===== config.mk =====
export PLATFORM = sky130hd
export DESIGN_NAME = combo_lock_ctrl
export DESIGN_NICKNAME = d
export VERILOG_FILES = /design/src/rtl/combo_lock_ctrl.sv
export SDC_FILE = /design/constraint.sdc
export NUM_CORES = 1
export LEC_CHECK = 0
export ABC_AREA = 1
export CAP_MARGIN = 10
export CORE_MARGIN = 4
export CORE_UTILIZATION = 55
export DETAILED_ROUTE_END_ITERATION = 16
export PLACE_DENSITY = 0.81
export SKIP_CTS_REPAIR_TIMING = 1
export SYNTH_ARGS = -nofsm -noshare
export SYNTH_HDL_FRONTEND = slang
export SYNTH_SLANG_ARGS = --single-unit

===== constraint.sdc =====
create_clock -name clk -period 4 [get_ports clk]
set_clock_uncertainty 0.1 [all_clocks]
set_input_delay 0.8 -clock clk [delete_from_list [all_inputs] [get_ports clk]]
set_output_delay 0.8 -clock clk [all_outputs]
set_load 0.05 [all_outputs]

===== src/rtl/combo_lock_ctrl.sv =====
// Sequencing FSM for the digital combination lock: attempt tracking, DENIED hold,
// lockout countdown. Define COMBO_LOCK_AUTO_RELOCK_EN to return from OPEN after RELOCK_SEC.
module combo_lock_ctrl #(
    parameter int                CODE_W      = 6,
    parameter logic [CODE_W-1:0] PASSCODE    = 6'b101001,
    parameter int                MAX_TRIES   = 3,
    parameter int                CLK_HZ      = 50_000_000,
    parameter int                DENY_SEC    = 5,
    parameter int                LOCKOUT_SEC = 55,
    parameter int                RELOCK_SEC  = 10
) (
    input  logic                             clk,
    input  logic                             rst_n,
    input  logic                             en,
    input  logic                             submit,
    input  logic [CODE_W-1:0]                code_in,
    output logic [2:0]                       disp_mode,
    output logic [$clog2(MAX_TRIES+1)-1:0]   attempts_left,
    output logic [5:0]                       lockout_sec,
    output logic                             unlocked
);

    localparam int AW      = $clog2(MAX_TRIES + 1);
    localparam int PW      = $clog2(CLK_HZ);
    localparam int SEC_MAX = (DENY_SEC > RELOCK_SEC) ? DENY_SEC : RELOCK_SEC;
    localparam int SEC_W   = $clog2(SEC_MAX + 1);

    // Encodings double as the display mode, so disp_mode is the state register itself.
    typedef enum logic [2:0] {
        CLOSED = 3'd0,
        ENTRY  = 3'd1,
        OPEN   = 3'd2,
        DENIED = 3'd3,
        COUNT  = 3'd4
    } state_t;

    state_t           state;
    logic [PW-1:0]    presc;
    logic [SEC_W-1:0] sec_cnt;
    logic             submit_q;
    logic             tick;
    logic             sub_edge;

    assign tick      = (presc == PW'(CLK_HZ - 1));
    assign sub_edge  = submit & ~submit_q;
    assign disp_mode = state;

    // submit_q resets high so a switch held through reset never counts as an edge.
    always_ff @(posedge clk or negedge rst_n) begin
        if (!rst_n) begin
            state         <= CLOSED;
            attempts_left <= AW'(MAX_TRIES);
            lockout_sec   <= '0;
            unlocked      <= 1'b0;
            presc         <= '0;
            sec_cnt       <= '0;
            submit_q      <= 1'b1;
        end else begin
            submit_q <= submit;
            presc    <= tick ? '0 : presc + 1'b1;
            case (state)
                CLOSED: begin
                    if (en) begin
                        state         <= ENTRY;
                        attempts_left <= AW'(MAX_TRIES);
                    end
                end
                ENTRY: begin
                    if (!en) begin
                        state <= CLOSED;
                    end else if (sub_edge) begin
                        if (code_in == PASSCODE) begin
                            state    <= OPEN;
                            unlocked <= 1'b1;
                            presc    <= '0;
                            sec_cnt  <= '0;
                        end else if (attempts_left > AW'(1)) begin
                            attempts_left <= attempts_left - 1'b1;
                        end else begin
                            state         <= DENIED;
                            attempts_left <= '0;
                            presc         <= '0;
                            sec_cnt       <= '0;
                        end
                    end
                end
                OPEN: begin
                    if (!en) begin
                        state         <= CLOSED;
                        unlocked      <= 1'b0;
                        attempts_left <= AW'(MAX_TRIES);
                    end
`ifdef COMBO_LOCK_AUTO_RELOCK_EN
                    else if (tick) begin
                        if (sec_cnt == SEC_W'(RELOCK_SEC - 1)) begin
                            state         <= ENTRY;
                            unlocked      <= 1'b0;
                            attempts_left <= AW'(MAX_TRIES);
                            sec_cnt       <= '0;
                        end else begin
                            sec_cnt <= sec_cnt + 1'b1;
                        end
                    end
`endif
                end
                DENIED: begin
                    if (tick) begin
                        if (sec_cnt == SEC_W'(DENY_SEC - 1)) begin
                            state       <= COUNT;
                            lockout_sec <= 6'(LOCKOUT_SEC);
                            sec_cnt     <= '0;
                        end else begin
                            sec_cnt <= sec_cnt + 1'b1;
                        end
                    end
                end
                COUNT: begin
                    // The zero value is shown for a full second before the exit tick.
                    if (tick) begin
                        if (lockout_sec == 6'd0) begin
                            state         <= en ? ENTRY : CLOSED;
                            attempts_left <= AW'(MAX_TRIES);
                        end else begin
                            lockout_sec <= lockout_sec - 1'b1;
                        end
                    end
                end
                default: begin
                    state <= CLOSED;
                end
            endcase
        end
    end

endmodule

==> results.sh, run 1 <==
export IMPL_max_freq_ghz=0.3871
export IMPL_synth_top_family_by_area="simple AND/OR/NAND/NOR gates"
export IMPL_antenna_found_initial=0
export IMPL_rsz0062_at_grt="no"
export IMPL_relSlewSlack_pct=37.63
export IMPL_cp_slowest_stage_delay_ns=0.81
export IMPL_cts_tree="built"
export IMPL_setup_viol_count_final=0
export IMPL_whs_ns=0.3981
export IMPL_syn_area_um2=2755
export IMPL_pre_cts_ws_ns=1.358
export IMPL_clk_latency_ns=0.29
export IMPL_worstMarginPinSlew_ns=0.9356
export IMPL_synth_compound_area_share_pct=4.678
export IMPL_numCtsBuffers=5
export IMPL_synth_seq_area_share_pct=39.19
export IMPL_fp_dieH_um=78.78
export IMPL_antenna_left=0
export IMPL_cts_root_buffer="clkbuf_8"
export IMPL_grt_pass1_wl_um=9687
export IMPL_place_gp_congestion=0.9158
export IMPL_fin_setup_tns_ns=0
export IMPL_routed_wl_um=5518
export IMPL_start_util_pct=57.57
export IMPL_synth_top_area_share_pct=36.33
export IMPL_hold_class="flop to flop"
export IMPL_antennaDiodeCount=0
export IMPL_dpl_cell_area_um2=3029
export IMPL_cp_top_family="buffers and inverters"
export IMPL_ir_drop_mv=0.3595
export IMPL_drive_above_1_share_pct=13.82
export IMPL_vias=2376
export IMPL_ios=22
export IMPL_crit_required_ns=3.10
export IMPL_worstPathCellList="clkdlybuf4s50_1"
export IMPL_synth_area_top_cells="dfrtp_1, nand2_1, nor2_1"
export IMPL_final_setup_worst_slack_ns=1.416
export IMPL_nets=413
export IMPL_drc=0
export IMPL_port_buffers=21
export IMPL_holdPathStages=1
export IMPL_syn_avg_cell_area_um2=7.426
export IMPL_cap_viol_max_count=0
export IMPL_crit_type="flop to output pin"
export IMPL_cts_path_max_buffers=2
export IMPL_area_delta_synth_final_pct=13.81
export IMPL_finalHoldViolCount=0
export IMPL_nFillCells=407
export IMPL_r2r_cells=9
export IMPL_total_leakage_power_nw=1.462
export IMPL_synth_largest_area_cell="dfrtp_1"
export IMPL_cp_depth=1
export IMPL_routed_via_density=5.110
export IMPL_synth_nets=387
export IMPL_num_rows=25
export IMPL_yosys_register_bits=43
export IMPL_status="finished, final reports clean"
export IMPL_yosysWarnings=0
export IMPL_die_w_um=78.78
export IMPL_place_hpwl_um=4184
export IMPL_muxShareOfSynthArea_pct=0
export IMPL_synth_simple_area_share_pct=40.74
export IMPL_critical_path_arrival_ns=1.68
export IMPL_grt_pass1_vias=2200
export IMPL_first_pass_iters=4
export IMPL_syn_inst=371
export IMPL_grt_max_degree=44
export IMPL_post_route_min_period_ns=2.584
export IMPL_critPathBufInv=1
export IMPL_final_util_pct=65.52
export IMPL_critPathMaxFanout=5
export IMPL_cellPowerDensity_nw_per_um2=519.4
export IMPL_min_period_over_period_pct=64.59
export IMPL_start_kind="flop"
export IMPL_drv_slew=0
export IMPL_path_clk_slew_ns=0.07
export IMPL_dieArea_um2=6206
export IMPL_core_area_um2=4786
export IMPL_end_kind="output pin"
export IMPL_regArea_um2=1080
export IMPL_synth_xor_area_share_pct=4.133
export IMPL_design_area_um2=3136
export IMPL_gr_total_overflow=0
export IMPL_grt_usage_pct=19.41
export IMPL_ys_types=35
export IMPL_cts_sinks=43
export IMPL_synthAdderAreaFrac_pct=2.725
export IMPL_drt_iter0_markers=198
export IMPL_wl_per_cell_um=11.87
export IMPL_slowest_stage="clkdlybuf4s50_1"
export IMPL_multi_input_area_um2=1440
export IMPL_cts_htree_levels=2
## cells in the mapped netlist, drive strengths merged
library cell / count
nand2: 98
nor2: 68
inv: 56
dfrtp: 40
nand3: 25
o21ai: 14
nand4: 12
nor3: 11
xor2: 10
ha: 6
a21oi: 4
or2: 4
buf: 3
dfstp: 3
nand3b: 3
nor3b: 3
xnor2: 3
nor4: 2
o2111ai: 2
a211oi: 1
a22oi: 1
a31oi: 1
and2: 1
## cell usage in the layout (no fill, tap or decap), types with 3 or more instances in the layout
cell and count:
nand2_2 12, nand4_1 12, or2_2 4, nand2_1 85, nand3b_1 3, inv_1 51, nor3_1 9, xor2_1 10
clkbuf_8 5, o21ai_0 11, nor2_4 6, dfstp_2 3, nor2_2 9, xnor2_1 3, inv_2 4, nand3_1 23
a21oi_1 4, nor2_1 52, o21ai_1 3, dfrtp_1 40, clkdlybuf4s50_1 20, ha_1 6
## kinds of logic after synthesis
logic type               count (synthesis)
AO/OA/AOI/OAI                           23
XOR/XNOR                                13
adder cells (fa/ha/maj)                  6
buffers and inverters                   59
flip-flops                              43
AND/OR/NAND/NOR                        227
## per-stage QoR
step / total power [mW] / cells
2_1_floorplan: 1.120 / 371
3_3_place_gp: 1.293 / 457
3_5_place_dp: 1.310 / 457
4_1_cts: 1.646 / 465
5_1_grt: 1.751 / 465
6_report: 1.629 / 465
## flip-flops by register name (all words and copies together) (netlist names)
| register | count |
|---|---|
| sec_cnt | 4 |
| unlocked | 1 |
| presc | 26 |
| disp_mode | 3 |
| submit_q | 1 |
| attempts_left | 2 |
| lockout_sec | 6 |
## where the power goes
part	switching (mW)	internal [mW]	total, mW
Clock	0.141	0.187	0.328
Combinational	0.437	0.236	0.674
Sequential	0.0906	0.537	0.628
Total	0.669	0.960	1.63
## per-layer routing
| metal | share of wire, % | global-route usage, % |
|---|---|---|
| met3 | 3.6 | 3.968 |
| met4 | 1.3 | 5.594 |
| met5 | 0 | 0 |
| met2 | 46 | 30.73 |
| met1 | 49 | 26.91 |
## layout make-up
type | instances | area share, %
clock buffer | 7 | 2.434
multi-input combinational | 269 | 45.93
inverter | 56 | 6.784
tap | 67 | 2.674
sequential | 43 | 34.44
timing repair buffer | 22 | 6.784
clock inverter | 1 | 0.9577
## path summary, 6_finish.rpt
| check | start | to | slack (ns) |
|---|---|---|---|
| setup / recovery | attempts_left[1] | attempts_left[1] | 1.42 |
| hold / removal | presc[0] | presc[0] | 0.40 |
| setup reg to reg | presc[0] | presc[11] | 1.94 |
| hold reg to reg | presc[0] | presc[0] | 0.40 |
| max in group asynchronous | rst_n | unlocked | 2.67 |
| min in group asynchronous | rst_n | presc[13] | 0.55 |
No activity file was read; power rests on OpenSTA's default activity.
==> inputs of run 2 (changes only) <==
clock period = 2.5 ns   (was 4 ns; I/O delays follow)
==> results.sh, run 2 (synthesis gave the netlist of run 1 again) <==
export IMPL_status="finished, final reports clean"
export IMPL_routed_wl_um=5663
export IMPL_cts_htree_levels=2
export IMPL_antenna_left=0
export IMPL_grt_pass1_wl_um=10050
export IMPL_gr_total_overflow=0
export IMPL_final_cell_mix="nand2_1, nor2_1, inv_1"
export IMPL_cts_tree="built"
export IMPL_vias=2343
export IMPL_switching_share_pct=42.86
export IMPL_cp_top_family="buffers and inverters"
export IMPL_drt_iter0_markers=170
export IMPL_fin_total_pwr_mw=2.494
export IMPL_clk_latency_ns=0.29
export IMPL_ios=22
export IMPL_setup_viol_count_final=0
export IMPL_drc=0
export IMPL_antenna_found_initial=0
export IMPL_cts_sinks=43
export IMPL_num_rows=25
export IMPL_stdcell_count=464
export IMPL_end_kind="output pin"
export IMPL_crit_type="flop to output pin"
export IMPL_antennaDiodeCount=0
export IMPL_clkPwrFrac_pct=16.5
export IMPL_first_pass_iters=5
export IMPL_rsz0062_at_grt="no"
export IMPL_largest_reg_flops=26
export IMPL_wl_per_cell_um=12.20
export IMPL_place_gp_congestion=0.9064
export IMPL_finalHoldViolCount=0
export IMPL_nets=414
export IMPL_port_buffers=21
export IMPL_cts_path_max_buffers=2
export IMPL_start_util_pct=57.57
export IMPL_whs_ns=0.1703
export IMPL_seqPwrFrac_pct=40.4
export IMPL_cap_viol_max_count=0
export IMPL_ir_drop_mv=0.7223
export IMPL_drv_slew=0
export IMPL_largest_register="presc"
export IMPL_critPathMaxFanout=5
export IMPL_post_route_min_period_ns=2.279
export IMPL_highest_layer="met4"
export IMPL_worstMarginPinSlew_ns=0.5484
export IMPL_cts_root_buffer="clkbuf_8"
export IMPL_place_hpwl_um=4212
export IMPL_dpl_cell_area_um2=3049
export IMPL_layout_commonest_cell="nand2_1"
export IMPL_fp_dieH_um=78.78
export IMPL_grt_usage_pct=20.10
export IMPL_met3_length_um=245
export IMPL_p_switching_mw=1.069
export IMPL_crit_required_ns=1.90
export IMPL_reg_top3="presc: 26 flops, lockout_sec: 6 flops, sec_cnt: 4 flops"
export IMPL_max_freq_ghz=0.4387
export IMPL_hold_class="input port to asynchronous set/reset pin"
export IMPL_slowest_stage="clkdlybuf4s50_1"
export IMPL_cellPowerDensity_nw_per_um2=798.8
export IMPL_start_kind="flop"
export IMPL_cp_slowest_stage_delay_ns=0.81
export IMPL_total_leakage_power_nw=1.454
export IMPL_area_delta_synth_final_pct=13.31
export IMPL_p_int_mw=1.425
export IMPL_critPathBufInv=1
export IMPL_rrSetupSlack_ns=0.65
export IMPL_grt_pass1_vias=2210
export IMPL_relSlewSlack_pct=63.44
export IMPL_routed_wl_met2_um=2652
export IMPL_routed_via_density=5.050
export IMPL_die_w_um=78.78
export IMPL_core_area_um2=4786
export IMPL_numCtsBuffers=5
export IMPL_critical_path_arrival_ns=1.68
export IMPL_path_clk_slew_ns=0.08
export IMPL_comb_power_share_pct=43.1
export IMPL_min_period_over_period_pct=91.17
export IMPL_design_area_um2=3122
export IMPL_wl_met1_um=2714
export IMPL_grt_max_degree=44
export IMPL_drive_above_1_share_pct=13.85
export IMPL_dieArea_um2=6206
export IMPL_worstPathCellList="clkdlybuf4s50_1"
export IMPL_fin_setup_tns_ns=0
export IMPL_placed_cells=458
-- run 2: layer usage --
| metal | GRT usage (%) | vias to the layer above |
|---|---|---|
| li1 | - | 1222 |
| met1 | 28.43 | 1063 |
| met2 | 31.66 | 52 |
| met3 | 4.082 | 6 |
| met4 | 4.895 | 0 |
| met5 | 0 | - |
-- run 2: power groups by stage --
stage                     Sequential [mW]  Clock [mW]  Combinational, mW
final                                1.01       0.411               1.08
after global routing                 1.04       0.446               1.20
after CTS                            1.01       0.424               1.09
after detailed placement             1.02           0               1.08
after global placement               1.01           0               1.06
after floorplan                      1.25           0              0.538
-- run 2: per-stage QoR --
| stage | util [%] | setup slack (ns) |
|---|---|---|
| floorplan | - | 0.6473 |
| global placement | 63.71 | 0.3408 |
| detailed placement | 63.71 | 0.3085 |
| CTS | 65.23 | 0.2083 |
| global route | 65.23 | 0.1739 |
| finish | 65.23 | 0.2208 |
-- run 2: area by class of cell --
type | count | area [um^2]
Fill cell | 427 | 1664
Multi-Input combinational cell | 269 | 1440
Sequential cell | 43 | 1080
Timing Repair Buffer | 23 | 232.7
Inverter | 56 | 212.7
Tap cell | 67 | 83.83
Clock buffer | 6 | 72.57
-- run 2: final timing paths --
| path | end | start | depth (start not counted) |
|---|---|---|---|
| min | presc[9] | rst_n | 2 |
| min in group clk | presc[0] | presc[0] | 1 |
| min reg2reg | presc[0] | presc[0] | 1 |
| max | attempts_left[1] | attempts_left[1] | 1 |
| max reg2reg | presc[17] | presc[0] | 10 |
| max in group asynchronous | lockout_sec[3] | rst_n | 2 |
